**src/rtl/anton_neopixel_stream_master.sv**
```systemverilog
// Byte-stream command decoder that drives the neopixel register bus (write/read bursts, ACK/NAK replies).
// Writes strobe one cycle after each accepted byte; reads cost 3 cycles per byte; outValid holds until outReady.
module anton_neopixel_stream_master #(
   parameter int         ADDR_BITS      = 14,
   parameter int         TIMEOUT_CYCLES = 65535,
   parameter logic [7:0] ACK_BYTE       = 8'h06,
   parameter logic [7:0] NAK_BYTE       = 8'h15
) (
   input  logic                 busClk,
   input  logic                 busResetN,
   input  logic [7:0]           inData,
   input  logic                 inValid,
   output logic                 inReady,
   output logic [7:0]           outData,
   output logic                 outValid,
   input  logic                 outReady,
   output logic [ADDR_BITS-1:0] busAddr,
   output logic [7:0]           busWriteData,
   output logic                 busWrite,
   output logic                 busRead,
   input  logic [7:0]           busReadData,
   output logic                 busy
);

   typedef enum logic [3:0] {
      IDLE, HDR_AH, HDR_AL, HDR_CNT, WDATA, RISSUE, RWAIT, ROUT, RESP
   } stateT;

   localparam logic [7:0]           OPC_WRITE = 8'h57;
   localparam logic [7:0]           OPC_READ  = 8'h52;
   localparam int                   TW        = (TIMEOUT_CYCLES > 1) ? $clog2(TIMEOUT_CYCLES) : 1;
   localparam logic [TW-1:0]        TO_LAST   = TW'((TIMEOUT_CYCLES > 0) ? TIMEOUT_CYCLES - 1 : 0);
   localparam logic [ADDR_BITS-1:0] ADDR_ONE  = ADDR_BITS'(1);

   stateT                state, nextState;
   logic                 readyEn;
   logic                 isWrite;
   logic [ADDR_BITS-1:0] addr;
   logic [ADDR_BITS-1:0] busAddrR;
   logic [8:0]           cnt;
   logic [7:0]           outDataR;
   logic [7:0]           busWriteDataR;
   logic                 busWriteR;
   logic [TW-1:0]        toCnt;
   logic                 accept;
   logic                 timedState;
   logic                 toHit;
   logic                 opcOk;

   assign accept     = inValid && inReady;
   assign timedState = (state == HDR_AH) || (state == HDR_AL) || (state == HDR_CNT) || (state == WDATA);
   assign toHit      = (TIMEOUT_CYCLES != 0) && timedState && !inValid && (toCnt == TO_LAST);
   assign opcOk      = (inData == OPC_WRITE) || (inData == OPC_READ);

   always_ff @(posedge busClk or negedge busResetN) begin
      if (!busResetN) state <= IDLE;
      else            state <= nextState;
   end

   always_comb begin
      nextState = state;
      case (state)
         IDLE:    if (accept) nextState = opcOk ? HDR_AH : RESP;
         HDR_AH:  if (accept) nextState = HDR_AL;  else if (toHit) nextState = RESP;
         HDR_AL:  if (accept) nextState = HDR_CNT; else if (toHit) nextState = RESP;
         HDR_CNT: if (accept) nextState = isWrite ? WDATA : RISSUE;
                  else if (toHit) nextState = RESP;
         WDATA:   if (accept) nextState = (cnt == 9'd1) ? RESP : WDATA;
                  else if (toHit) nextState = RESP;
         RISSUE:  nextState = RWAIT;
         RWAIT:   nextState = ROUT;
         ROUT:    if (outReady) nextState = (cnt == 9'd1) ? IDLE : RISSUE;
         RESP:    if (outReady) nextState = IDLE;
         default: nextState = IDLE;
      endcase
   end

   always_comb begin
      inReady  = 1'b0;
      outValid = 1'b0;
      busRead  = 1'b0;
      busy     = (state != IDLE);
      case (state)
         IDLE, HDR_AH, HDR_AL, HDR_CNT, WDATA: inReady  = readyEn;
         RISSUE:                               busRead  = 1'b1;
         ROUT, RESP:                           outValid = 1'b1;
         default: ;
      endcase
   end

   assign outData      = outDataR;
   assign busWrite     = busWriteR;
   assign busWriteData = busWriteDataR;
   // Reads present the live address; writes present the address captured with their data byte.
   assign busAddr      = (state == RISSUE) ? addr : busAddrR;

   always_ff @(posedge busClk or negedge busResetN) begin
      if (!busResetN) begin
         readyEn       <= 1'b0;
         isWrite       <= 1'b0;
         addr          <= '0;
         busAddrR      <= '0;
         cnt           <= '0;
         outDataR      <= '0;
         busWriteDataR <= '0;
         busWriteR     <= 1'b0;
         toCnt         <= '0;
      end else begin
         readyEn   <= 1'b1;
         busWriteR <= 1'b0;
         if (timedState && !inValid && !toHit) toCnt <= toCnt + TW'(1);
         else                                  toCnt <= '0;
         case (state)
            IDLE: if (accept) begin
               isWrite <= (inData == OPC_WRITE);
               if (!opcOk) outDataR <= NAK_BYTE;
            end
            HDR_AH:  if (accept) addr[ADDR_BITS-1:8] <= inData[ADDR_BITS-9:0];
            HDR_AL:  if (accept) addr[7:0] <= inData;
            HDR_CNT: if (accept) cnt <= {1'b0, inData} + 9'd1;
            WDATA: if (accept) begin
               busWriteR     <= 1'b1;
               busAddrR      <= addr;
               busWriteDataR <= inData;
               addr          <= addr + ADDR_ONE;
               cnt           <= cnt - 9'd1;
               if (cnt == 9'd1) outDataR <= ACK_BYTE;
            end
            RWAIT: outDataR <= busReadData;
            ROUT: if (outReady) begin
               addr <= addr + ADDR_ONE;
               cnt  <= cnt - 9'd1;
            end
            default: ;
         endcase
         if (toHit) outDataR <= NAK_BYTE;
      end
   end

endmodule

```
**config.mk**
```make
export PLATFORM = sky130hd
export DESIGN_NAME = anton_neopixel_stream_master
export DESIGN_NICKNAME = d
export VERILOG_FILES = /design/src/rtl/anton_neopixel_stream_master.sv
export SDC_FILE = /design/constraint.sdc
export NUM_CORES = 1
export LEC_CHECK = 0
export ABC_CLOCK_PERIOD_IN_PS = 2400
export BUFFER_PORTS_ARGS = -buffer_cell sky130_fd_sc_hd__buf_2
export CELL_PAD_IN_SITES_DETAIL_PLACEMENT = 0
export CELL_PAD_IN_SITES_GLOBAL_PLACEMENT = 1
export CORE_MARGIN = 1.5
export CORE_UTILIZATION = 45
export CTS_BUF_LIST = sky130_fd_sc_hd__clkbuf_16
export CTS_CLUSTER_SIZE = 10
export DETAILED_ROUTE_END_ITERATION = 7
export PLACE_DENSITY_LB_ADDON = 0.1
export SYNTH_ARGS = -nofsm -noshare
export SYNTH_HDL_FRONTEND = slang
export SYNTH_SLANG_ARGS = --single-unit
```
**constraint.sdc**
```tcl
create_clock -name busClk -period 2.4 [get_ports busClk]
set_clock_uncertainty 0.05 [all_clocks]
set_input_delay 0.12 -clock busClk [delete_from_list [all_inputs] [get_ports busClk]]
set_output_delay 0.12 -clock busClk [all_outputs]
set_load 0.01 [all_outputs]
```
# After elaboration in Yosys (flattened, before gate mapping)
# Index checks and enable logic that the tools add are counted.
[totals]
ff_bits = 76
output_inout_bits = 35
elab_cells = 99
[op_classes]
n_addsub = 4
eq_ne = 23
mux = 36
reduce_logical = 25
[ops]
columns = ["cell", "count"]
rows = [
  ["$mux 8", 6],
  ["$pmux 8 s3", 2],
  ["$mux 14", 3],
  ["$mux 4", 10],
  ["$pmux 4 s9", 1],
  ["$mux 9", 3],
  ["$pmux 9 s3", 1],
  ["$pmux 6 s3", 1],
  ["$add 16x1->16 const B", 1],
  ["$eq 16x16->1 const B", 1],
  ["$eq 4x3->1 const B", 4],
  ["$eq 8x7->1 const B", 2],
  ["$mux 16", 1],
  ["$add 14x1->14 const B", 1],
  ["$ne 2x2->1 const B", 7],
  ["$reduce_and 4->1", 3],
  ["$add 8x1->9 const B", 1],
  ["$eq 9x1->1 const B", 1],
  ["$ne 3x3->1 const B", 3],
  ["$reduce_bool 3->1", 3],
  ["$sub 9x1->9 const B", 1],
  ["$eq 4x2->1 const B", 2],
  ["$reduce_bool 4->1", 2],
  ["$mux 1", 6],
  ["14 further kinds", 22],
]

# Depth between registers and ports, before layout
# Gate-level depths: netlist of the first run.
[logic_depth]
depth_word = 9
mapped_depth = 8

# Worst setup path after synthesis of the first run
# OpenSTA, ideal clock, no wires.
[synth_path]
kind = "flip-flop to output port"
start = "reg state[3]"
end = "out busAddr[10]"
arrival_time_ns = 1.670
required_ns = 2.230
slack_ns = 0.560
path_stages_with_launch = 6
n_path_buf = 2
path_cell_list = "dfrtp_1 -> buf_4 -> nand2b_1 -> nor3b_4 -> buf_6 -> mux2_1"
[synth_between]
elab_chain_len = 2
[synth_lines]
columns = ["element", "line", "rtl"]
rows = [
  ["start: declaration", "35", "stateT state, nextState;"],
  ["start signal: assignment", "57", "else state <= nextState;"],
  ["$eq 4x3->1", "95", "assign busAddr = (state == RISSUE) ? addr : busAddrR;"],
  ["$mux 14", "95", ""],
  ["end: declaration", "17", "output logic [ADDR_BITS-1:0] busAddr,"],
]
# No other way between the ends.

# Worst setup path in the final report of the first run
[layout_path]
start = "reg state[3]"
end = "out busAddr[0]"
# Same word-level chain as after synthesis.

==> results.md, run 1 <==
- Die extent in y: 102 um
- Synthesis-to-layout area growth: 16.1%
- Status: complete, no violations
- Period minus WS final: approximately 2300 ps
- Distinct cells, synth: 71
- Post-route DRC violation count: 0
- Non-Filler Instances: approximately 700
- Primary FF master, synth: dfrtp_1
- First-pass DRT Iterations: 4
- Placeable Area: 9680 um^2
- CTS tree: built
- PwrDens: 676 nW/um^2
- Setup CP Type: register to output pin
- Syn Inst Count: 493
- Maximum fanout along the worst path: 15
- Final core utilization: 53.3%
- CP Capture Type: output pin
- Vias in the first global route: 3,643
- Nets@finish: 574
- Hold slack: 34.2 ps
- Routed WL per cell: around 15 um
- Ant diodes: 0
- Grt ovf: 0
- Mapped Area: 4450 um^2
- Syn nets: 520
- Slowest stage delay, CP: 500 ps
- Final Hold Viols: 0
- Clk sinks: 76
- Share of layout cells above drive strength 1: 20.3%
- Period utilisation layout: 94.0%
- Post-synthesis sequential area ratio: 42.8%
- Final Wtd Congestion: 0.804
- Die ar.: 10,500 um^2
- First-pass GRT wire length: 17,800 um
- Final setup vio count: 0
- Setup TNS: 0 ps
- Leading cell type in the layout, fill and taps excluded: nand2_1
- Cell row count: 36
- Clk_lat worst skew: 330 ps
- Cells after DPL: between 600 and 700
- H-tree levels: 3
- CTS clk-pin slew, worst paths: 60 ps
- Total track usage: around 22%
- WP data arrival: 2090 ps
- VDD IR-drop max: 0.395 mV
- Vias: 3,750
- Via density: 5.47
- Total CTS buffers: 9
- Startpoint types: register
- Worst-Margin Slew: 976 ps
- Initial antenna violation count: 0
- Starting Density: about 46%
- CP max stage cell: dfrtp_2
- Avg Inst Size Synth: 9.02 um^2
- Slew HR: roughly a third
- Yosys warnings: 0
- CTS max path bufs: 2
- Post-CTS setup buffer count: 0
- Required time worst endpoint: 2230 ps
- Total Routed Length: 10,600 um
- Critical R2R Launch: cnt[1]$_DFFE_PN0P_
- Synthesized flop and latch total: 76
- Hold Crit Start: inData[7]
- Achievable clock frequency: 0.443 GHz
- Dpl hpwl: between 7000 and 8000 um
- CP top delay family: flip-flops
- Top cells by area, synth: dfrtp_1 43%, nand2_1 8.6%, nor2_1 4.6%
- RSZ-0062 raised after global routing: no
- Crit path from: state[3]$_DFFE_PN0P_
- Width of the die: 102 um
- Detail Route Antenna Nets: 0
- 1st-iter DRT viols: 114
- Maxcap violations: 0
- Hold WC Path Type: input port to register
- Post-synth top area cell: dfrtp_1
- Most frequent cells in the layout: 102 x nand2_1, 75 x dfrtp_1, 55 x nor2_1
- CP Buf/Inv Count: 2
- Async S/R FF share, synth: 100%
- IO Pins: 55
- Maximum number of pins on one net before global-route repair: 77
- Pleak: 0.00241 uW
- Fillcell total: 914
- IO buf count: 54
- Top-area cell type share of the netlist area: 42.8%
- EDFF count, synth: 0
- Root Driver: clkbuf_16
- Final Slew Violations: 0
- Worst path cell trace: nand2b_2 -> nor3b_4 -> buf_4 -> mux2_2 -> buf_2
==> Yosys cell counts, types with 2 or more instances <==
cell      number
o21ai_0       19
nor2_1        55
o31ai_1        2
inv_1         13
nand2b_1       3
buf_6          8
nor4_2         4
nor2b_1        2
o21ai_1        5
mux2_1         9
buf_4          4
nand3_1       21
a22oi_1        3
o32a_1         2
a31oi_1        7
mux2_2         8
or4_1          2
nor4_1         3
o22a_1         7
a41o_1         2
ha_1           7
buf_2          8
a22o_1         4
and3_1         7
nand2_1      102
and2_1         3
nor3_1         9
xnor2_1        8
and4_1         2
a32oi_1        2
o21a_1         2
o22ai_1        2
a21oi_1       21
dfrtp_1       76
xor2_1        10
clkbuf_2       2
clkbuf_1       6
o31a_1         3
nand4_1        8
==> metrics by stage <==
| stage | power [uW] | worst slack [ps] | cell area, um^2 |
|---|---|---|---|
| after global placement | 2120 | 372 | 4800 |
| after CTS | 3520 | 20.6 | 5160 |
| after global routing | 3680 | 62.5 | 5170 |
| after detailed placement | 2130 | 348 | 4800 |
| after floorplan | 1930 | 560 | 4450 |
| final | 3490 | 143 | 5170 |
==> worst register-to-register path, delay by kind of cell, from the launching register on <==
kind                     cells  cell delay [ps]
AND/OR/NAND/NOR              1              270
AO/OA/AOI/OAI                4              940
flip-flops                   1              390
buffers and inverters        1              110
adder cells (fa/ha/maj)      1              140
==> flip-flops by register name, summed over array words and instances, names as in the netlist, 4 cells and up <==
name and count:
state 4, cnt 9, toCnt 16, addr 14, outData 8, busAddrR 14, busWriteData 8
==> final cells by class <==
class / count / area, um^2 / share of cell area [%]
Clock inverter: 7 / 75.1 / 1.45
Sequential cell: 76 / 1900 / 36.8
Inverter: 14 / 52.6 / 1.02
Timing Repair Buffer: 71 / 440 / 8.53
Clock buffer: 9 / 225 / 4.36
Multi-Input combinational cell: 375 / 2300 / 44.6
Tap cell: 133 / 166 / 3.22
==> routing by layer <==
| layer | vias to the layer above | wire [um] | GRT usage [%] |
|---|---|---|---|
| met5 | - | 0 | 0 |
| met4 | 0 | 271 | 10.9 |
| met3 | 19 | 402 | 2.87 |
| met2 | 97 | 4900 | 35.2 |
| met1 | 1789 | 4970 | 29.6 |
| li1 | 1845 | - | - |
==> power by group <==
group	switching, uW	internal [uW]
logic	309	219
clock network	562	811
registers	198	1390
==> cell families after synthesis <==
group                    count (synthesis)  synth area share [%]
AND/OR/NAND/NOR                        232                  25.4
AO/OA/AOI/OAI                           98                  16.0
flip-flops                              76                  42.8
buffers and inverters                   42                  5.51
XOR/XNOR                                18                  3.54
multiplexers                            18                  4.53
adder cells (fa/ha/maj)                  8                  2.19
other                                    1                0.0843
==> worst paths after layout <==
| kind | endpoint | depth (start not counted) | slack [ps] |
|---|---|---|---|
| hold / removal | busWriteData[7]$_DFFE_PN0P_ | 3 | 30 |
| max in group asynchronous | state[3]$_DFFE_PN0P_ | 2 | 1190 |
| min in group asynchronous | cnt[1]$_DFFE_PN0P_ | 2 | 450 |
| setup / recovery | busAddr[0] | 5 | 140 |
| setup reg to reg | outData[3]$_DFFE_PN0P_ | 7 | 370 |
| hold reg to reg | busAddrR[12]$_DFFE_PN0P_ | 2 | 420 |
==> repair_timing <==
item	in CTS	in global routing
endpoints found under the setup margin	0	14
endpoints found under the hold margin	81	0
hold buffers	6	0
resized for setup	0	2
No activity file was read; power rests on OpenSTA's default activity.
==> run 2, diff against run 1 <==
Settings changed: ABC_CLOCK_PERIOD_IN_PS 2400 to 1900, CORE_MARGIN 1.5 to 3, CORE_UTILIZATION 45 to 40, SETUP_SLACK_MARGIN set to 0.3.
Clock period 2.4 ns to 1.9 ns, I/O delays scaled along.
==> run 2 against run 1 <==
Cell count is 13% higher. Sequential power increased by 24%. The run now ends with negative setup slack left. Register-to-register slack worse by 440 ps. Clock-buffer cell count is the same. Die area is 18% higher.
==> results.md, run 2 (synthesis gave the netlist of run 1 again) <==
- WP data arrival: 1870 ps (was 2090 ps)
- Synthesis-to-layout area growth: 55.8% (was 16.1%)
- Most frequent cells in the layout: 75 x nand2_1, 73 x dfrtp_1, 56 x buf_4 (was 102 x nand2_1, 75 x dfrtp_1, 55 x nor2_1)
- First-pass DRT Iterations: 4 (unchanged)
- Share of layout cells above drive strength 1: 49.6% (was 20.3%)
- Final core utilization: 65.7% (was 53.3%)
- Failing checks: negative setup slack
- Setup WS post-layout: -118 ps (was 143 ps)
- CP Capture Type: output pin (unchanged)
- Ant diodes: 0 (unchanged)
- Hold WC Path Type: input port to register (unchanged)
- Cell row count: 37 (was 36)
- Placeable Area: 10,600 um^2 (was 9680 um^2)
- Period minus WS final: approximately 2000 ps
- Cells on worst reg2reg path: 7 (unchanged)
- Routed WL per cell: 17.5 um (was 15.4 um)
- Met3 usage: 5.49% (was 2.87%)
- Place WS: -4.41 ps (was 348 ps)
- H-tree levels: 3 (unchanged)
- Die extent in y: 111 um (was 102 um)
- Pleak: 0.00309 uW (was 0.00241 uW)
- M1 GR Usage: 27.5% (was 29.6%)
- Initial antenna violation count: 0 (unchanged)
- Final setup vio count: 18 (was 0)
- Final Slew Violations: 0 (unchanged)
- Clk sinks: 76 (unchanged)
- Total Routed Length: 13,600 um (was 10,600 um)
- Starting Density: 42.1% (was 45.9%)
- Total CTS buffers: 9 (unchanged)
- Vias in the first global route: 4,297 (was 3,643)
- Leading cell type in the layout, fill and taps excluded: nand2_1 (unchanged)
- Status: finished with violations (was complete, no violations)
- Non-Filler Instances: 775 (was 685)
- Startpoint types: register (unchanged)
- Maximum number of pins on one net before global-route repair: 33 (was 77)
- VDD IR-drop max: 0.521 mV (was 0.395 mV)
- Grt ovf: 0 (unchanged)
- RSZ-0062 raised after global routing: yes (was no)
- CTS tree: built (unchanged)
- Final Wtd Congestion: 0.828 (was 0.804)
- Total track usage: 21.6% (was 22.0%)
- Achievable clock frequency: slightly below 0.5 GHz
- Maximum fanout along the worst path: 8 (was 15)
- IO buf count: 54 (unchanged)
- GR Util met2: 35.7% (was 35.2%)
- Setup CP Type: register to output pin (unchanged)
- Hold path depth: 3 (unchanged)
- Setup TNS: -1680 ps (was 0 ps)
- Slew HR: 57.2% (was 34.9%)
- Dpl hpwl: 8010 um (was 7160 um)
- Via density: 5.50 (was 5.47)
- CTS max path bufs: 2 (unchanged)
- Required time worst endpoint: 1750 ps (was 2230 ps)
- Clk_lat worst skew: 340 ps (was 330 ps)
- Worst-Margin Slew: 638 ps (was 976 ps)
- IO Pins: 55 (unchanged)
- Cells after DPL: 692 (was 663)
- Vias: 4,263 (was 3,750)
- 1st-iter DRT viols: 144 (was 114)
- Reg with most FFs: toCnt (unchanged)
- Detail Route Antenna Nets: 0 (unchanged)
- Post-route DRC violation count: 0 (unchanged)
- Width of the die: 111 um (was 102 um)
- Max FFs per register: 16 (unchanged)
- Period utilisation layout: 106%
- Root Driver: clkbuf_16 (unchanged)
- CTS clk-pin slew, worst paths: 70 ps (was 60 ps)
- Nets@finish: 661 (was 574)
- PwrDens: 738 nW/um^2 (was 676 nW/um^2)
- Regs by FF count: toCnt: 16 flops, addr: 14 flops, busAddrR: 14 flops (unchanged)
- GR peak layer: met2 (unchanged)
- First-pass GRT wire length: 21,800 um (was 17,800 um)
- Post-place instance area: 5130 um^2 (was 4800 um^2)
- Final Hold Viols: 0 (unchanged)
- Maxcap violations: 0 (unchanged)
- Design area: 6930 um^2 (was 5170 um^2)
- Die ar.: 12,400 um^2 (was 10,500 um^2)
[run 2: where the power goes]
group / switching [uW] / internal [uW] / total, uW / leakage [uW]
Combinational: 720 / 698 / 1420 / 0.00193
Clock: 713 / 1010 / 1730 / 0.000145
Sequential: 208 / 1760 / 1970 / 0.00102
[run 2: final timing paths]
| path | end | slack [ps] | from |
|---|---|---|---|
| max | busAddr[13] | -120 | state[2]$_DFFE_PN0P_ |
| min | busWriteData[1]$_DFFE_PN0P_ | 10 | inData[1] |
| max reg2reg | outData[7]$_DFFE_PN0P_ | -70 | cnt[1]$_DFFE_PN0P_ |
| min reg2reg | busWriteData[6]$_DFFE_PN0P_ | 420 | busWriteData[6]$_DFFE_PN0P_ |
| max in group asynchronous | cnt[0]$_DFFE_PN0P_ | 990 | busResetN |
| min in group asynchronous | addr[0]$_DFFE_PN0P_ | 190 | busResetN |
[run 2: timing repair]
item                                   in CTS  in global routing
cloned                                      5                  1
endpoints found under the hold margin      35                  0
resized for setup                         157                 70
pin swaps                                  25                 30
buffers inserted                           30                 25
hold buffers                                6                  0
setup endpoints to repair                  91                 92
[run 2: layout make-up]
class	instances	area (um^2)
Clock buffer	9	225
Clock inverter	7	67.6
Fill cell	814	3620
Inverter	14	55.1
Multi-Input combinational cell	375	3020
Sequential cell	76	1910
Tap cell	136	170
Timing Repair Buffer	158	1490
[run 2: routing by layer]
metal	share of wire, %	wire length, um
met5	0	0
met3	5.7	772
met2	49	6640
met1	43	5790
met4	2.6	354
[run 2: critical path, cell delays in order, from the launching register on]
cell	delay, ps
dfrtp_1	370
buf_6	130
nand2b_4	80
nor3b_4	220
buf_4	160
buf_12	140
mux2_4	310
buf_6	120
[run 2: metrics by stage]
stage | hold WS [ps] | power (uW)
6_report | 13.4 | 5110
5_1_grt | 39.9 | 5350
4_1_cts | 5.37 | 4850
3_5_place_dp | 27.9 | 2850
3_3_place_gp | 30.5 | 2840
2_1_floorplan | -251 | 2490
